**config.mk**
```make
export PLATFORM = sky130hd
export DESIGN_NAME = bip_acc_datapath_flat
export DESIGN_NICKNAME = d
export VERILOG_FILES = /design/src/rtl/bip_pkg.sv /design/src/rtl/bip_acc_datapath_if.sv /design/src/rtl/bip_seq_mul.sv /design/src/rtl/bip_acc_datapath.sv /design/src/flat_wrapper.sv
export SDC_FILE = /design/constraint.sdc
export NUM_CORES = 1
export LEC_CHECK = 0
export ABC_AREA = 1
export BUFFER_PORTS_ARGS = -buffer_cell sky130_fd_sc_hd__buf_2
export CAP_MARGIN = 20
export CELL_PAD_IN_SITES_DETAIL_PLACEMENT = 1
export CELL_PAD_IN_SITES_GLOBAL_PLACEMENT = 2
export CORE_AREA = 2 2 167 185
export CTS_CLUSTER_SIZE = 10
export DETAILED_ROUTE_END_ITERATION = 6
export DIE_AREA = 0 0 169 187
export PLACE_DENSITY_LB_ADDON = 0.25
export SETUP_SLACK_MARGIN = 0.02
export SLEW_MARGIN = 20
export SYNTH_ARGS = -nofsm -noshare
export SYNTH_HDL_FRONTEND = slang
export SYNTH_SLANG_ARGS = --single-unit
```
**constraint.sdc**
```tcl
create_clock -name CLK -period 4 [get_ports CLK]
set_clock_uncertainty 0.05 [all_clocks]
set_input_delay 0.8 -clock CLK [delete_from_list [all_inputs] [get_ports CLK]]
set_output_delay 0.8 -clock CLK [all_outputs]
set_load 0.02 [all_outputs]
```
**src/rtl/bip_pkg.sv**
```systemverilog
`default_nettype none
// ============================================================================
// Module : bip_pkg
// Brief  : Opcodes, select encodings, flag indices and multiplier FSM states
// Rev    : 1.0 - initial release
// ============================================================================
package bip_pkg;

  localparam logic [2:0] OP_ADD  = 3'd0;
  localparam logic [2:0] OP_SUB  = 3'd1;
  localparam logic [2:0] OP_AND  = 3'd2;
  localparam logic [2:0] OP_OR   = 3'd3;
  localparam logic [2:0] OP_XOR  = 3'd4;
  localparam logic [2:0] OP_SHL1 = 3'd5;
  localparam logic [2:0] OP_SRA1 = 3'd6;
  localparam logic [2:0] OP_MUL  = 3'd7;

  localparam logic [1:0] SELA_DM   = 2'd0;
  localparam logic [1:0] SELA_OPND = 2'd1;
  localparam logic [1:0] SELA_ALU  = 2'd2;
  localparam logic [1:0] SELA_HOLD = 2'd3;

  localparam logic SELB_OPND = 1'b0;
  localparam logic SELB_DM   = 1'b1;

  localparam int FLAG_Z = 3;
  localparam int FLAG_N = 2;
  localparam int FLAG_C = 1;
  localparam int FLAG_V = 0;

  typedef enum logic [1:0] {
    MUL_IDLE = 2'd0,
    MUL_RUN  = 2'd1,
    MUL_DONE = 2'd2
  } mul_state_t;

endpackage
`default_nettype wire

```
**src/rtl/bip_acc_datapath_if.sv**
```systemverilog
`default_nettype none
// ============================================================================
// Module : bip_acc_datapath_if
// Brief  : Control/data bundle between the sequencer and the accumulator path
// Rev    : 1.0 - initial release
// ============================================================================
interface bip_acc_datapath_if #(
  parameter int DATA_W = 16,
  parameter int OPND_W = 11
);
  logic [OPND_W-1:0] OPERAND_IN;
  logic [DATA_W-1:0] DM_IN;
  logic [1:0]        SEL_A;
  logic              SEL_B;
  logic              WR_ACC;
  logic [2:0]        OP;
  logic [DATA_W-1:0] ACC;
  logic [OPND_W-1:0] OPERAND_OUT;
  logic [3:0]        FLAGS;
  logic              BUSY;
  logic              DONE;

  modport master (
    output OPERAND_IN, DM_IN, SEL_A, SEL_B, WR_ACC, OP,
    input  ACC, OPERAND_OUT, FLAGS, BUSY, DONE
  );

  modport slave (
    input  OPERAND_IN, DM_IN, SEL_A, SEL_B, WR_ACC, OP,
    output ACC, OPERAND_OUT, FLAGS, BUSY, DONE
  );
endinterface
`default_nettype wire

```
**src/rtl/bip_seq_mul.sv**
```systemverilog
`default_nettype none
// ============================================================================
// Module : bip_seq_mul
// Brief  : Unsigned shift-add multiplier, one multiplier bit per RUN cycle
// Rev    : 1.0 - initial release
// ============================================================================
module bip_seq_mul
  import bip_pkg::*;
#(
  parameter int DATA_W = 16
) (
  input  logic              CLK,
  input  logic              RESET,
  input  logic              start,
  input  logic [DATA_W-1:0] mcand,
  input  logic [DATA_W-1:0] mplier,
  output logic              busy,
  output logic              done,
  output logic              finish,
  output logic [DATA_W-1:0] product,
  output logic              carry_hi
);

  localparam int CNT_W = $clog2(DATA_W);

  mul_state_t            r_state;
  mul_state_t            w_next;
  logic [CNT_W-1:0]      r_cnt;
  logic [2*DATA_W-1:0]   r_prod;
  logic [2*DATA_W-1:0]   r_mcand;
  logic [DATA_W-1:0]     r_mplier;
  logic [2*DATA_W-1:0]   w_prod_next;
  logic                  w_last;

  assign w_last      = (r_cnt == CNT_W'(DATA_W-1));
  assign w_prod_next = r_prod + (r_mplier[0] ? r_mcand : '0);

  always_ff @(posedge CLK or posedge RESET) begin
    if (RESET) r_state <= MUL_IDLE;
    else       r_state <= w_next;
  end

  always_comb begin
    w_next = r_state;
    case (r_state)
      MUL_IDLE: if (start) w_next = MUL_RUN;
      MUL_RUN:  if (w_last) w_next = MUL_DONE;
      MUL_DONE: w_next = start ? MUL_RUN : MUL_IDLE;
      default:  w_next = MUL_IDLE;
    endcase
  end

  always_ff @(posedge CLK or posedge RESET) begin
    if (RESET) begin
      r_cnt    <= '0;
      r_prod   <= '0;
      r_mcand  <= '0;
      r_mplier <= '0;
    end else if (r_state != MUL_RUN && start) begin
      r_cnt    <= '0;
      r_prod   <= '0;
      r_mcand  <= {{DATA_W{1'b0}}, mcand};
      r_mplier <= mplier;
    end else if (r_state == MUL_RUN) begin
      r_cnt    <= r_cnt + 1'b1;
      r_prod   <= w_prod_next;
      r_mcand  <= r_mcand << 1;
      r_mplier <= r_mplier >> 1;
    end
  end

  // Final partial sum is forwarded combinationally so ACC loads on the RUN->DONE edge
  assign finish   = (r_state == MUL_RUN) && w_last;
  assign product  = w_prod_next[DATA_W-1:0];
  assign carry_hi = |w_prod_next[2*DATA_W-1:DATA_W];
  assign busy     = (r_state == MUL_RUN);
  assign done     = (r_state == MUL_DONE);

endmodule
`default_nettype wire

```
**src/rtl/bip_acc_datapath.sv**
```systemverilog
`default_nettype none
// ============================================================================
// Module : bip_acc_datapath
// Brief  : Accumulator, inline ALU/muxes and flags around a sequential multiplier
// Rev    : 1.0 - initial release
// ============================================================================
module bip_acc_datapath
  import bip_pkg::*;
#(
  parameter int DATA_W   = 16,
  parameter int OPND_W   = 11,
  parameter int SIGN_EXT = 0
) (
  input  logic              CLK,
  input  logic              RESET,
  bip_acc_datapath_if.slave bus
);

  localparam int MSB = DATA_W - 1;

  logic [DATA_W-1:0] r_acc;
  logic [3:0]        r_flags;
  logic [DATA_W-1:0] w_ext, w_b, w_alu, w_wdata, w_mul_prod;
  logic [DATA_W:0]   w_sum;
  logic              w_alu_c, w_alu_v;
  logic              w_req, w_mul_start, w_write;
  logic              w_busy, w_done, w_mul_finish, w_mul_chi;

  generate
    if (SIGN_EXT != 0) begin : g_sext
      assign w_ext = {{(DATA_W-OPND_W){bus.OPERAND_IN[OPND_W-1]}}, bus.OPERAND_IN};
    end else begin : g_zext
      assign w_ext = {{(DATA_W-OPND_W){1'b0}}, bus.OPERAND_IN};
    end
  endgenerate

  assign w_b = (bus.SEL_B == SELB_DM) ? bus.DM_IN : w_ext;

  always_comb begin
    w_sum   = '0;
    w_alu   = '0;
    w_alu_c = 1'b0;
    w_alu_v = 1'b0;
    case (bus.OP)
      OP_ADD: begin
        w_sum   = {1'b0, r_acc} + {1'b0, w_b};
        w_alu   = w_sum[MSB:0];
        w_alu_c = w_sum[DATA_W];
        w_alu_v = (r_acc[MSB] == w_b[MSB]) && (w_alu[MSB] != r_acc[MSB]);
      end
      OP_SUB: begin
        // Carry out of A + ~B + 1 is the inverted borrow
        w_sum   = {1'b0, r_acc} + {1'b0, ~w_b} + {{DATA_W{1'b0}}, 1'b1};
        w_alu   = w_sum[MSB:0];
        w_alu_c = w_sum[DATA_W];
        w_alu_v = (r_acc[MSB] != w_b[MSB]) && (w_alu[MSB] != r_acc[MSB]);
      end
      OP_AND:  w_alu = r_acc & w_b;
      OP_OR:   w_alu = r_acc | w_b;
      OP_XOR:  w_alu = r_acc ^ w_b;
      OP_SHL1: begin
        w_alu   = {r_acc[MSB-1:0], 1'b0};
        w_alu_c = r_acc[MSB];
      end
      OP_SRA1: begin
        w_alu   = {r_acc[MSB], r_acc[MSB:1]};
        w_alu_c = r_acc[0];
      end
      default: ;
    endcase
  end

  always_comb begin
    w_wdata = r_acc;
    case (bus.SEL_A)
      SELA_DM:   w_wdata = bus.DM_IN;
      SELA_OPND: w_wdata = w_ext;
      SELA_ALU:  w_wdata = w_alu;
      default:   w_wdata = r_acc;
    endcase
  end

  assign w_req       = bus.WR_ACC && (bus.SEL_A != SELA_HOLD) && !w_busy;
  assign w_mul_start = w_req && (bus.SEL_A == SELA_ALU) && (bus.OP == OP_MUL);
  assign w_write     = w_req && !w_mul_start;

  bip_seq_mul #(.DATA_W(DATA_W)) u_mul (
    .CLK      (CLK),
    .RESET    (RESET),
    .start    (w_mul_start),
    .mcand    (r_acc),
    .mplier   (w_b),
    .busy     (w_busy),
    .done     (w_done),
    .finish   (w_mul_finish),
    .product  (w_mul_prod),
    .carry_hi (w_mul_chi)
  );

  always_ff @(posedge CLK or posedge RESET) begin
    if (RESET) begin
      r_acc   <= '0;
      r_flags <= '0;
    end else if (w_mul_finish) begin
      r_acc           <= w_mul_prod;
      r_flags[FLAG_Z] <= (w_mul_prod == '0);
      r_flags[FLAG_N] <= w_mul_prod[MSB];
      r_flags[FLAG_C] <= w_mul_chi;
      r_flags[FLAG_V] <= 1'b0;
    end else if (w_write) begin
      r_acc           <= w_wdata;
      r_flags[FLAG_Z] <= (w_wdata == '0);
      r_flags[FLAG_N] <= w_wdata[MSB];
      if (bus.SEL_A == SELA_ALU) begin
        r_flags[FLAG_C] <= w_alu_c;
        r_flags[FLAG_V] <= w_alu_v;
      end
    end
  end

  assign bus.ACC         = r_acc;
  assign bus.FLAGS       = r_flags;
  assign bus.BUSY        = w_busy;
  assign bus.DONE        = w_done;
  assign bus.OPERAND_OUT = bus.OPERAND_IN;

endmodule
`default_nettype wire

```
**src/flat_wrapper.sv**
```systemverilog
// flat-port wrapper written by rule: the top's interface ports become plain ports
module bip_acc_datapath_flat import bip_pkg::*;
#(
  parameter int DATA_W   = 16,
  parameter int OPND_W   = 11,
  parameter int SIGN_EXT = 0
)
  (CLK, RESET, bus_OPERAND_IN, bus_DM_IN, bus_SEL_A, bus_SEL_B, bus_WR_ACC, bus_OP, bus_ACC, bus_OPERAND_OUT, bus_FLAGS, bus_BUSY, bus_DONE);
  bip_acc_datapath_if #(.DATA_W(DATA_W), .OPND_W(OPND_W)) bus_i ();
  input  logic CLK;
  input  logic RESET;
  input wire logic [$bits(bus_i.OPERAND_IN)-1:0] bus_OPERAND_IN;
  input wire logic [$bits(bus_i.DM_IN)-1:0] bus_DM_IN;
  input wire logic [$bits(bus_i.SEL_A)-1:0] bus_SEL_A;
  input wire logic [$bits(bus_i.SEL_B)-1:0] bus_SEL_B;
  input wire logic [$bits(bus_i.WR_ACC)-1:0] bus_WR_ACC;
  input wire logic [$bits(bus_i.OP)-1:0] bus_OP;
  output wire logic [$bits(bus_i.ACC)-1:0] bus_ACC;
  output wire logic [$bits(bus_i.OPERAND_OUT)-1:0] bus_OPERAND_OUT;
  output wire logic [$bits(bus_i.FLAGS)-1:0] bus_FLAGS;
  output wire logic [$bits(bus_i.BUSY)-1:0] bus_BUSY;
  output wire logic [$bits(bus_i.DONE)-1:0] bus_DONE;
  assign bus_i.OPERAND_IN = bus_OPERAND_IN;
  assign bus_i.DM_IN = bus_DM_IN;
  assign bus_i.SEL_A = bus_SEL_A;
  assign bus_i.SEL_B = bus_SEL_B;
  assign bus_i.WR_ACC = bus_WR_ACC;
  assign bus_i.OP = bus_OP;
  assign bus_ACC = bus_i.ACC;
  assign bus_OPERAND_OUT = bus_i.OPERAND_OUT;
  assign bus_FLAGS = bus_i.FLAGS;
  assign bus_BUSY = bus_i.BUSY;
  assign bus_DONE = bus_i.DONE;
  bip_acc_datapath #(.DATA_W(DATA_W), .OPND_W(OPND_W), .SIGN_EXT(SIGN_EXT)) u_core (.CLK(CLK), .RESET(RESET), .bus(bus_i));
endmodule
```
==> out/metrics.csv, run 1 <==
stage,metric,value,unit
outcome,status,completed,
logic_synthesis,ys_ff_latch,105,
route,first_iter_violations,587,
clock_network,cts_buffers,9,
power_and_ir_drop,power_switching,3590,uW
setup_path,crit_path_end,u_core.bus.FLAGS[3],
setup_path,rrSetupSlack,730,ps
logic_synthesis,synth_fp_nets,1685,
sta,max_freq,294,MHz
finish,fin_util,37.5,%
clock_network,post_cts_resized,0,
grt,grt_overflow,0,
power_and_ir_drop,p_sw_share,52.6,%
logic_synthesis,synth_simple_gate_area_share,31.4,%
logic_synthesis,synth.area.mux_share,0,%
logic_synthesis,syn-instance-count,1557,
sta,slew_viol_final,0,
run,cap_viol_max_count,0,
clock_network,ctsHtreeMaxLevel,3,
setup_path,path_class,input pin to register,
sta,fin_crit,3400,ps
setup_path,endpoint_kind,register,
clock_network,cts_setup_buffers,0,
die,rows,67,
grt,grt_antenna_before_repair,0,
logic_synthesis,synth_compound_area_share,16.7,%
place,hpwl,31.4,mm
logic_synthesis,synthFlopType,dfrtp_1,
logic_synthesis,synth_xor_area_share,2.57,%
grt,grt_pass1_wl,61.5,mm
setup_path,reg2reg_from,u_core.u_mul.r_mplier[0],
setup_path,worstPathMaxFanout,25,
grt,grt_pass1_vias,11100,
power_and_ir_drop,pwr-share-clk,13.5,%
logic_synthesis,ys_seq_area_share,25.7,%
power_and_ir_drop,vdd_drop_max,0.241,mV
finish,mostFrequentLayoutCells,"461 x nand2_1, 225 x inv_1, 115 x nor2_1",
logic_synthesis,synth_edf_count,0,
grt,grt_util_met1,30.2,%
sta,relSlewSlack,54.3,%
route,vias_per_cell,5.27,
finish,area_growth,9.95,%
clock_network,cts_hold_buf,0,
place,gp_congestion,0.922,
die,start_util,34.1,%
logic_synthesis,synth_top_family_by_area,simple AND/OR/NAND/NOR gates,
route,antenna_left,0,
clock_network,cts_num_sinks,105,
sta,rsz0062_at_grt,false,
sta,worst_pin_slew,685,ps
route,first_pass_iters,5,
route,vias,10500,
grt,grt_max_degree,48,
setup_path,crit_arrival,3640,ps
setup_path,r2r_end,u_core.bus.FLAGS[1],
grt,met2_usage,46.6,%
logic_synthesis,synthesis.area,10200,um2
logic_synthesis,ys_async_sr_fraction,100,%
logic_synthesis,avgSynthCellArea,6.57,um2
grt,use_met3,1.86,%
min_path,min_path_type,input pin to asynchronous set/reset pin,
power_and_ir_drop,power_density,606,nW/um2
die,ios,69,
sta,fin_crit_sh,84.9,%
clock_network,cts_tree,built,
setup_path,critPathLaunch,bus_SEL_B,
grt,grt.total_usage,24.8,%
sta,setup_viol,0,
logic_synthesis,ys_warn_count,0,
route,drt-total-wl,38.6,mm
clock_network,ctsLongestPathBuffers,2,
finish,drive_gt1_share,8.89,%
logic_synthesis,synth_adder_area_share,11.5,%
route,avgRoutedWirePerCell,19.4,um
clock_network,cts_root_buffer,clkbuf_16,
grt,grt_busiest_layer,met2,
finish,diodes,0,
power_and_ir_drop,leakagePower,0.00608,uW
setup_path,reg2reg_depth,20,
setup_path,worst_ep_required_time,4240,ps
place,port_buffers,68,
die,core-area,30000,um2
sta,tns,0,ps
power_and_ir_drop,p_seq_share,27.5,%
clock_network,clk_pin_slew,70,ps
logic_synthesis,yosysUniqueCellTypes,43,
power_and_ir_drop,combPwrFrac,59.0,%
finish,nets,1732,
route,drc_errors,0,
sta,hold_viol,0,
setup_path,cp-start-kind,input pin,
clock_network,worstSkewPairLatency,370,ps
die,dieArea,31600,um2
die,die_w,169,um
finish,final_common_cell,nand2_1,
die,chipHeight,187,um
power_and_ir_drop,p_int,3230,uW
-- layout make-up --
cell class	instances	area [um2]
clock buffer	9	225
clock inverter	6	65.1
fill	3958	18800
inverter	238	896
multi-input combinational	1149	6360
sequential	105	2630
tap	379	474
timing repair buffer	101	601
-- critical path, stage by stage --
cell      delay (ps)
buf_2            100
buf_4            250
nand2_1          210
ha_1             450
nor2_1           170
inv_1             90
nor3_1           330
nand3b_1         250
nand3_1          130
nand2_1           50
nand3_1           90
nand3_1          120
a21oi_1          210
nand2_1           80
nor2_1            90
nand3_1           80
a21oi_1          130
-- flip-flops by register name, summed over array words and instances (netlist names) --
| signal | cells |
|---|---|
| u_core.u_mul.r_mcand | 32 |
| u_core.u_mul.r_prod | 32 |
| u_core.u_mul.r_mplier | 16 |
| u_core.bus.ACC | 15 |
| u_core.bus.FLAGS | 4 |
| u_core.u_mul.r_cnt | 4 |
| u_core.u_mul.r_state | 2 |
-- worst min path at each step --
| stage | from | to | slack, ps | depth (start not counted) |
|---|---|---|---|---|
| after detailed placement | u_core.u_mul.r_mplier[14] | u_core.u_mul.r_mplier[14] | 430 | 2 |
| final | RESET | u_core.u_mul.r_mcand[22] | 440 | 2 |
| after CTS | u_core.u_mul.r_prod[13] | u_core.u_mul.r_prod[13] | 450 | 2 |
| after global placement | u_core.u_mul.r_prod[7] | u_core.u_mul.r_prod[7] | 420 | 2 |
| after global routing | u_core.u_mul.r_mcand[31] | u_core.u_mul.r_mcand[31] | 470 | 2 |
| after floorplan | u_core.u_mul.r_mcand[31] | u_core.u_mul.r_mcand[31] | 400 | 2 |
-- cells in the mapped netlist (all sizes together) (7+ instances only) --
cell type	number	area share [%]
nand2	461	17
inv	238	8.7
nor2	121	4.7
nand3	117	5.9
dfrtp	105	26
ha	89	11
o21ai	62	3.0
a21oi	59	3.0
buf	40	2.6
o211ai	36	2.6
nand4	31	1.9
o22ai	28	1.7
clkbuf	25	0.92
a22o	23	2.0
xor2	23	2.0
nor3	19	0.98
o221ai	14	1.2
a22oi	9	0.66
nand3b	8	0.59
o21bai	8	0.59
xnor2	7	0.60
-- stage by stage --
stage / hold slack [ps] / area [um2] / cells / worst slack, ps / power [uW]
3_3_place_gp: 421 / 11000 / 1972 / 251 / 5820
4_1_cts: 450 / 11200 / 1987 / 582 / 6880
6_report: 442 / 11200 / 1987 / 603 / 6820
3_5_place_dp: 428 / 11000 / 1972 / 193 / 5920
5_1_grt: 475 / 11200 / 1987 / 346 / 7440
2_1_floorplan: 403 / 10200 / 1557 / 389 / 4580
-- routing by layer --
metal,share of wire (%),vias to the layer above
li1,-,5180
met1,43,5127
met2,53,136
met3,1.7,38
met4,2.2,0
met5,0,-
-- cell families after synthesis --
group / Yosys count
buffers and inverters: 303
XOR/XNOR: 30
AO/OA/AOI/OAI: 264
adder cells (fa/ha/maj): 92
AND/OR/NAND/NOR: 763
flip-flops: 105
-- power groups by stage --
stage	combinational, uW	clock (uW)	sequential [uW]
floorplan	2750	0	1840
global placement	3940	0	1870
detailed placement	4030	0	1890
CTS	4050	952	1880
global route	4510	992	1930
finish	4020	920	1880
Power figures use the tool's default switching activity.
==> run 2: changes to the inputs <==
CORE_AREA = 2 2 177 196   (was 2 2 167 185)
DIE_AREA = 0 0 179 198   (was 0 0 169 187)
clock period = 2.8 ns   (was 4 ns; I/O delays follow)
==> run 2 against run 1 <==
Net effect: sequential share of layout area shrank 5.9 points; the run now ends with setup timing left; register-to-register slack worse by 860 ps; sequential power up 37%; first-iteration DRC count fell by 16%; final cell count up 20%; worst setup slack worse by 730 ps; via count rose by 14%; wire length is 17% higher; die area rose by 12%; largest cell class unchanged; largest power group unchanged; highest routed layer unchanged.
==> out/metrics.csv, run 2 (synthesis results as in run 1) <==
stage,metric,value,unit,change
outcome,status,"complete, but fails checks",,
outcome,violations,setup timing,,
route,vias_per_cell,5.00,,-5.1%
setup_path,r2r_end,u_core.bus.FLAGS[1],,
sta,holdWs,171,ps,-271 ps
setup_path,critPathLaunch,u_core.u_mul.r_mplier[0],,
power_and_ir_drop,vdd_drop_max,0.349,mV,+45%
sta,fin_crit_sh,105,%,
setup_path,worstPathMaxFanout,15,,-40%
die,core-area,33700,um2,+12%
sta,max_freq,342,MHz,
route,drc_errors,0,,unchanged
route,first_pass_iters,5,,unchanged
finish,reg.largest.list,"u_core.u_mul.r_mcand x32, u_core.u_mul.r_prod x32, u_core.u_mul.r_mplier x16",,
sta,slew_viol_final,0,,unchanged
clock_network,clk_pin_slew,80,ps,about the same
setup_path,crit_path_end,u_core.bus.FLAGS[1],,
grt,grt.total_usage,25.8,%,+1.1 points
power_and_ir_drop,power_density,840,nW/um2,+39%
sta,fin_ws,-127,ps,-729 ps
clock_network,cts_tree,built,,
setup_path,path_class,register to register,,
sta,hold_viol,0,,unchanged
grt,grt_max_degree,60,,+25%
clock_network,worstSkewPairLatency,370,ps,about the same
die,dieArea,35400,um2,+12%
route,antenna_left,0,,unchanged
clock_network,ctsLongestPathBuffers,2,,unchanged
clock_network,cts_buffers,9,,unchanged
run,cap_viol_max_count,0,,unchanged
grt,grt_pass1_vias,13000,,+17%
power_and_ir_drop,power,12600,uW,+85%
route,vias,11900,,+14%
finish,n_fill_cell,4306,,+8.8%
sta,worst_pin_slew,574,ps,-111 ps
finish,area_growth,47.0,%,
die,die_w,179,um,+5.9%
setup_path,endpoint_kind,register,,
place,port_buffers,68,,unchanged
die,start_util,30.4,%,-3.7 points
die,ios,69,,unchanged
clock_network,cts_num_sinks,105,,unchanged
finish,diodes,0,,unchanged
route,avgRoutedWirePerCell,18.9,um,-2.6%
finish,final_common_cell,nand2_1,,
clock_network,cts_root_buffer,clkbuf_16,,
setup_path,worst_ep_required_time,3020,ps,-1220 ps
route,first_iter_violations,495,,-16%
grt,grt_antenna_before_repair,0,,unchanged
sta,relSlewSlack,61.7,%,+7.5 points
finish,mostFrequentLayoutCells,"420 x nand2_1, 356 x buf_4, 215 x inv_1",,
setup_path,reg2reg_depth,19,,-5.0%
finish,drive_gt1_share,35.2,%,+26 points
sta,rsz0062_at_grt,true,,
clock_network,ctsHtreeMaxLevel,3,,unchanged
setup_path,crit_arrival,3150,ps,-490 ps
power_and_ir_drop,leakagePower,0.00785,uW,+29%
setup_path,reg2reg_from,u_core.u_mul.r_mplier[0],,
die,chipHeight,198,um,+5.9%
finish,nets,2070,,+20%
sta,setup_viol,2,,+2
route,drt-total-wl,45.1,mm,+17%
sta,fin_crit,2930,ps,
die,rows,71,,+6.0%
min_path,min_path_type,input pin to asynchronous set/reset pin,,
setup_path,rrSetupSlack,-130,ps,-860 ps
setup_path,cp-start-kind,register,,
place,gp_congestion,0.986,,+6.9%
place,hpwl,37.0,mm,+18%
grt,grt_overflow,0,,unchanged
grt,grt_pass1_wl,70.2,mm,+14%
## run 2: critical path, stage by stage, from the launching register on
cell and delay (ps):
dfrtp_2 480, buf_12 170, buf_6 140, nand2_1 60, inv_1 70, ha_4 240, nand2_1 110, inv_1 90
nand2_1 90, nand2_2 80, o21bai_1 180, a21oi_1 140, nand2_1 150, xor2_1 190, nor2_1 130, nand2_1 100
nor2_2 140, nand3_2 110, nand2_1 80, nand2_1 40
## run 2: worst min path at each step
stage                     cells past startpoint                       end                startpoint
after detailed placement                      2   u_core.u_mul.r_prod[12]   u_core.u_mul.r_prod[12]
after global placement                        2    u_core.u_mul.r_prod[8]    u_core.u_mul.r_prod[8]
after CTS                                     2  u_core.u_mul.r_mcand[18]                     RESET
after floorplan                               2  u_core.u_mul.r_mcand[31]  u_core.u_mul.r_mcand[31]
after global routing                          2   u_core.u_mul.r_prod[17]                     RESET
final                                         2  u_core.u_mul.r_mcand[18]                     RESET
## run 2: what timing repair did
item | CTS | global route
setup buffers | 1 | 10
hold buffers | 0 | 0
resized for setup | 97 | 157
endpoints found under the setup margin | 16 | 23
pin swaps | 11 | 27
gates cloned | 0 | 3
## run 2: layer usage
| layer | track usage, % | up-vias | wire length, um |
|---|---|---|---|
| met2 | 48.0 | 158 | 23500 |
| met4 | 9.73 | 0 | 1610 |
| met3 | 2.28 | 56 | 899 |
| li1 | - | 5853 | - |
| met5 | 0 | - | 0 |
| met1 | 30.4 | 5869 | 19100 |
## run 2: stage by stage
stage	setup WS (ps)	utilization [%]	std cells	TNS (ps)	instance area, um2
floorplan	-55.8	-	1557	-55.8	10300
global placement	-602	40.1	2355	-4930	13500
detailed placement	-635	40.1	2355	-5780	13500
CTS	-123	42.3	2372	-162	14200
global route	-324	44.7	2385	-621	15000
finish	-127	44.7	2385	-212	15000
## run 2: power breakdown
| group | total (uW) | switching [uW] | internal (uW) |
|---|---|---|---|
| clock | 1290 | 652 | 640 |
| combinational | 8770 | 4920 | 3850 |
| sequential | 2570 | 488 | 2080 |
| total | 12600 | 6060 | 6580 |
## run 2: cell type report
cell class                      count  area [um2]  area share (%)
Inverter                          238         897            5.97
Tap cell                          438         548            3.64
Multi-Input combinational cell   1149        7420            49.4
Clock buffer                       10         239            1.59
Timing Repair Buffer              439        3250            21.6
Sequential cell                   105        2630            17.5
Clock inverter                      6        48.8           0.324
==> run 3: changes to the inputs <==
CORE_AREA = 2 2 185 187   (was 2 2 177 196)
DIE_AREA = 0 0 187 189   (was 0 0 179 198)
==> run 3 against run 2 <==
Net effect: the run still ends with setup timing left; register-to-register slack is essentially flat; count of clock-buffer cells in the layout shrank 1; worst setup slack lost 11 ps; hold slack gained 130 ps; power grew 3.2%; via count grew 0.54%; final cell count grew 0.63%; design area grew 2.5%; combinational power grew 2.7%; wire length grew 2.1%; die area shrank 0.28%; critical path depth shrank 1; highest routed layer unchanged.
==> out/metrics.csv, run 3 (synthesis results as in run 1) <==
stage,metric,value,unit,change
finish,reg.largest.list,"u_core.u_mul.r_mcand x32, u_core.u_mul.r_prod x32, u_core.u_mul.r_mplier x16",,
min_path,min_path_type,input pin to asynchronous set/reset pin,,
finish,mostFrequentLayoutCells,"409 x nand2_1, 355 x buf_4, 203 x inv_1",,
route,first_pass_iters,5,,unchanged
clock_network,clk_pin_slew,80,ps,about the same
finish,n_fill_cell,4249,,-1.3%
power_and_ir_drop,p_int,6770,uW,+3.0%
place,port_buffers,68,,unchanged
die,chipHeight,189,um,-4.5%
clock_network,cts_buffers,9,,unchanged
finish,area_growth,50.7,%,
power_and_ir_drop,p_seq_share,19.9,%,-0.5 points
outcome,violations,setup timing,,
place,hpwl,37.0,mm,about the same
finish,nets,2075,,+0.24%
setup_path,reg2reg_from,u_core.u_mul.r_mplier[0],,
die,dieArea,35300,um2,-0.28%
sta,fin_crit,2940,ps,+11.0 ps
grt,grt.total_usage,25.8,%,about the same
clock_network,worstSkewPairLatency,380,ps,about the same
route,drt-total-wl,46.1,mm,+2.1%
route,vias,12000,,+0.54%
finish,diodes,0,,unchanged
place,dp.cells,2365,,+0.42%
setup_path,reg2reg_depth,18,,-1
power_and_ir_drop,combPwrFrac,69.1,%,-0.3 points
setup_path,cp-start-kind,register,,
die,start_util,30.7,%,+0.35 points
setup_path,path_class,register to register,,
setup_path,worstPathMaxFanout,8,,-7
power_and_ir_drop,pwr-share-clk,11.0,%,+0.8 points
sta,holdWs,300,ps,+129 ps
finish,drive_gt1_share,36.9,%,+1.7 points
sta,fin_crit_sh,105,%,+0.39 points
die,core-area,33300,um2,-1.2%
route,first_iter_violations,598,,+21%
grt,grt_overflow,0,,unchanged
grt,grt_pass1_vias,12900,,-0.85%
sta,hold_viol,0,,unchanged
setup_path,r2r_end,u_core.bus.FLAGS[1],,
power_and_ir_drop,leakagePower,0.00806,uW,+2.6%
place,gp_congestion,0.933,,-5.4%
power_and_ir_drop,power_switching,6260,uW,+3.3%
sta,fin_ws,-138,ps,-11.0 ps
grt,grt_max_degree,106,,+77%
route,top_layer,met4,,
outcome,status,"complete, but fails checks",,
grt,grt_pass1_wl,71.7,mm,+2.2%
power_and_ir_drop,power_density,845,nW/um2,+0.60%
power_and_ir_drop,vdd_drop_max,0.350,mV,+0.41%
die,ios,69,,unchanged
sta,max_freq,340,MHz,-0.37%
die,die_w,187,um,+4.5%
setup_path,worst_ep_required_time,3020,ps,about the same
clock_network,cts_root_buffer,clkbuf_16,,
clock_network,cts_hold_buf,0,,unchanged
clock_network,cts_num_sinks,105,,unchanged
route,wl_met1,20.7,mm,+8.5%
power_and_ir_drop,power,13000,uW,+3.2%
sta,slew_viol_final,0,,unchanged
finish,final_common_cell,nand2_1,,
clock_network,cts_tree,built,,
finish,finish.instance_area,15400,um2,+2.5%
sta,worst_pin_slew,632,ps,+57.4 ps
grt,grt_antenna_before_repair,0,,unchanged
setup_path,crit_arrival,3160,ps,about the same
setup_path,rrSetupSlack,-140,ps,about the same
route,wl_met3,794,um,-12%
setup_path,endpoint_kind,register,,
route,drc_errors,0,,unchanged
power_and_ir_drop,p_sw_share,48.0,%,+0.084 points
route,antenna_left,0,,unchanged
finish,final_cells,2400,,+0.63%
clock_network,ctsHtreeMaxLevel,3,,unchanged
clock_network,ctsLongestPathBuffers,2,,unchanged
route,route.met2.wl,23.4,mm,-0.53%
sta,rsz0062_at_grt,true,,
sta,relSlewSlack,57.9,%,-3.8 points
sta,tns,-207,ps,+4.96 ps
route,avgRoutedWirePerCell,19.2,um,+1.5%
route,vias_per_cell,5.00,,about the same
sta,setup_viol,2,,unchanged
place,place_area,13500,um2,+0.19%
die,rows,67,,-5.6%
run,cap_viol_max_count,0,,unchanged
run 3: changes by cell type in the layout (fill, tap and decap cells not counted), moves of 10 or more:
| cell | previous run | this run |
|---|---|---|
| nand2_1 | 420 | 409 |
| nand2_4 | 1 | 12 |
| o21ai_2 | 2 | 12 |
| inv_1 | 215 | 203 |
run 3: worst max-delay path: stages (launching register included):
cell	delay, ps
dfrtp_2	480
buf_6	160
buf_12	140
buf_8	130
nand2_4	60
inv_4	30
ha_4	260
a21oi_4	180
nand2_2	100
o21bai_1	160
a21oi_1	180
nand2_2	130
xor2_2	200
nor2_1	130
nand2_1	100
nor2_2	130
nand3_4	100
nand2_2	60
nand2_1	40
run 3: stage by stage:
| step | util (%) | setup slack (ps) |
|---|---|---|
| floorplan | - | -55.8 |
| detailed placement | 40.7 | -752 |
| finish | 46.3 | -138 |
| global route | 46.3 | -298 |
| global placement | 40.7 | -717 |
| CTS | 43.9 | -74.0 |
run 3: final cells by class:
cell class | count | area, um2 | share of cell area (%)
Multi-Input combinational cell | 1149 | 7680 | 49.8
Timing Repair Buffer | 444 | 3320 | 21.5
Sequential cell | 105 | 2630 | 17.0
Inverter | 238 | 907 | 5.88
Tap cell | 448 | 561 | 3.64
Clock buffer | 9 | 225 | 1.46
Clock inverter | 7 | 96.3 | 0.625
run 3: worst max-delay path by stage:
| stage | start | endpoint | depth (start not counted) |
|---|---|---|---|
| final | u_core.u_mul.r_mplier[0] | u_core.bus.FLAGS[1] | 18 |
| after global routing | bus_SEL_B | u_core.bus.FLAGS[3] | 24 |
| after CTS | u_core.u_mul.r_mplier[0] | u_core.bus.FLAGS[1] | 21 |
| after detailed placement | bus_SEL_B | u_core.bus.FLAGS[3] | 16 |
| after global placement | bus_SEL_B | u_core.bus.FLAGS[3] | 18 |
| after floorplan | bus_SEL_B | u_core.bus.FLAGS[3] | 23 |
run 3: per-layer routing:
layer,track usage [%],vias to the layer above
li1,-,5862
met5,0,-
met2,47.3,139
met1,32.6,5944
met3,1.89,56
met4,7.14,0
run 3: power groups by stage:
stage / sequential (uW) / combinational, uW / clock (uW)
floorplan: 2620 / 3930 / 0
global placement: 2510 / 7830 / 0
detailed placement: 2510 / 7980 / 0
CTS: 2540 / 8460 / 1450
global route: 2670 / 9890 / 1500
finish: 2600 / 9010 / 1430
run 3: repair_timing:
item                       4_1_cts  5_1_grt
setup buffers                   12        8
cloned                           0        2
resized for setup              159      176
pin swaps                       46       91
setup endpoints to repair       17       23
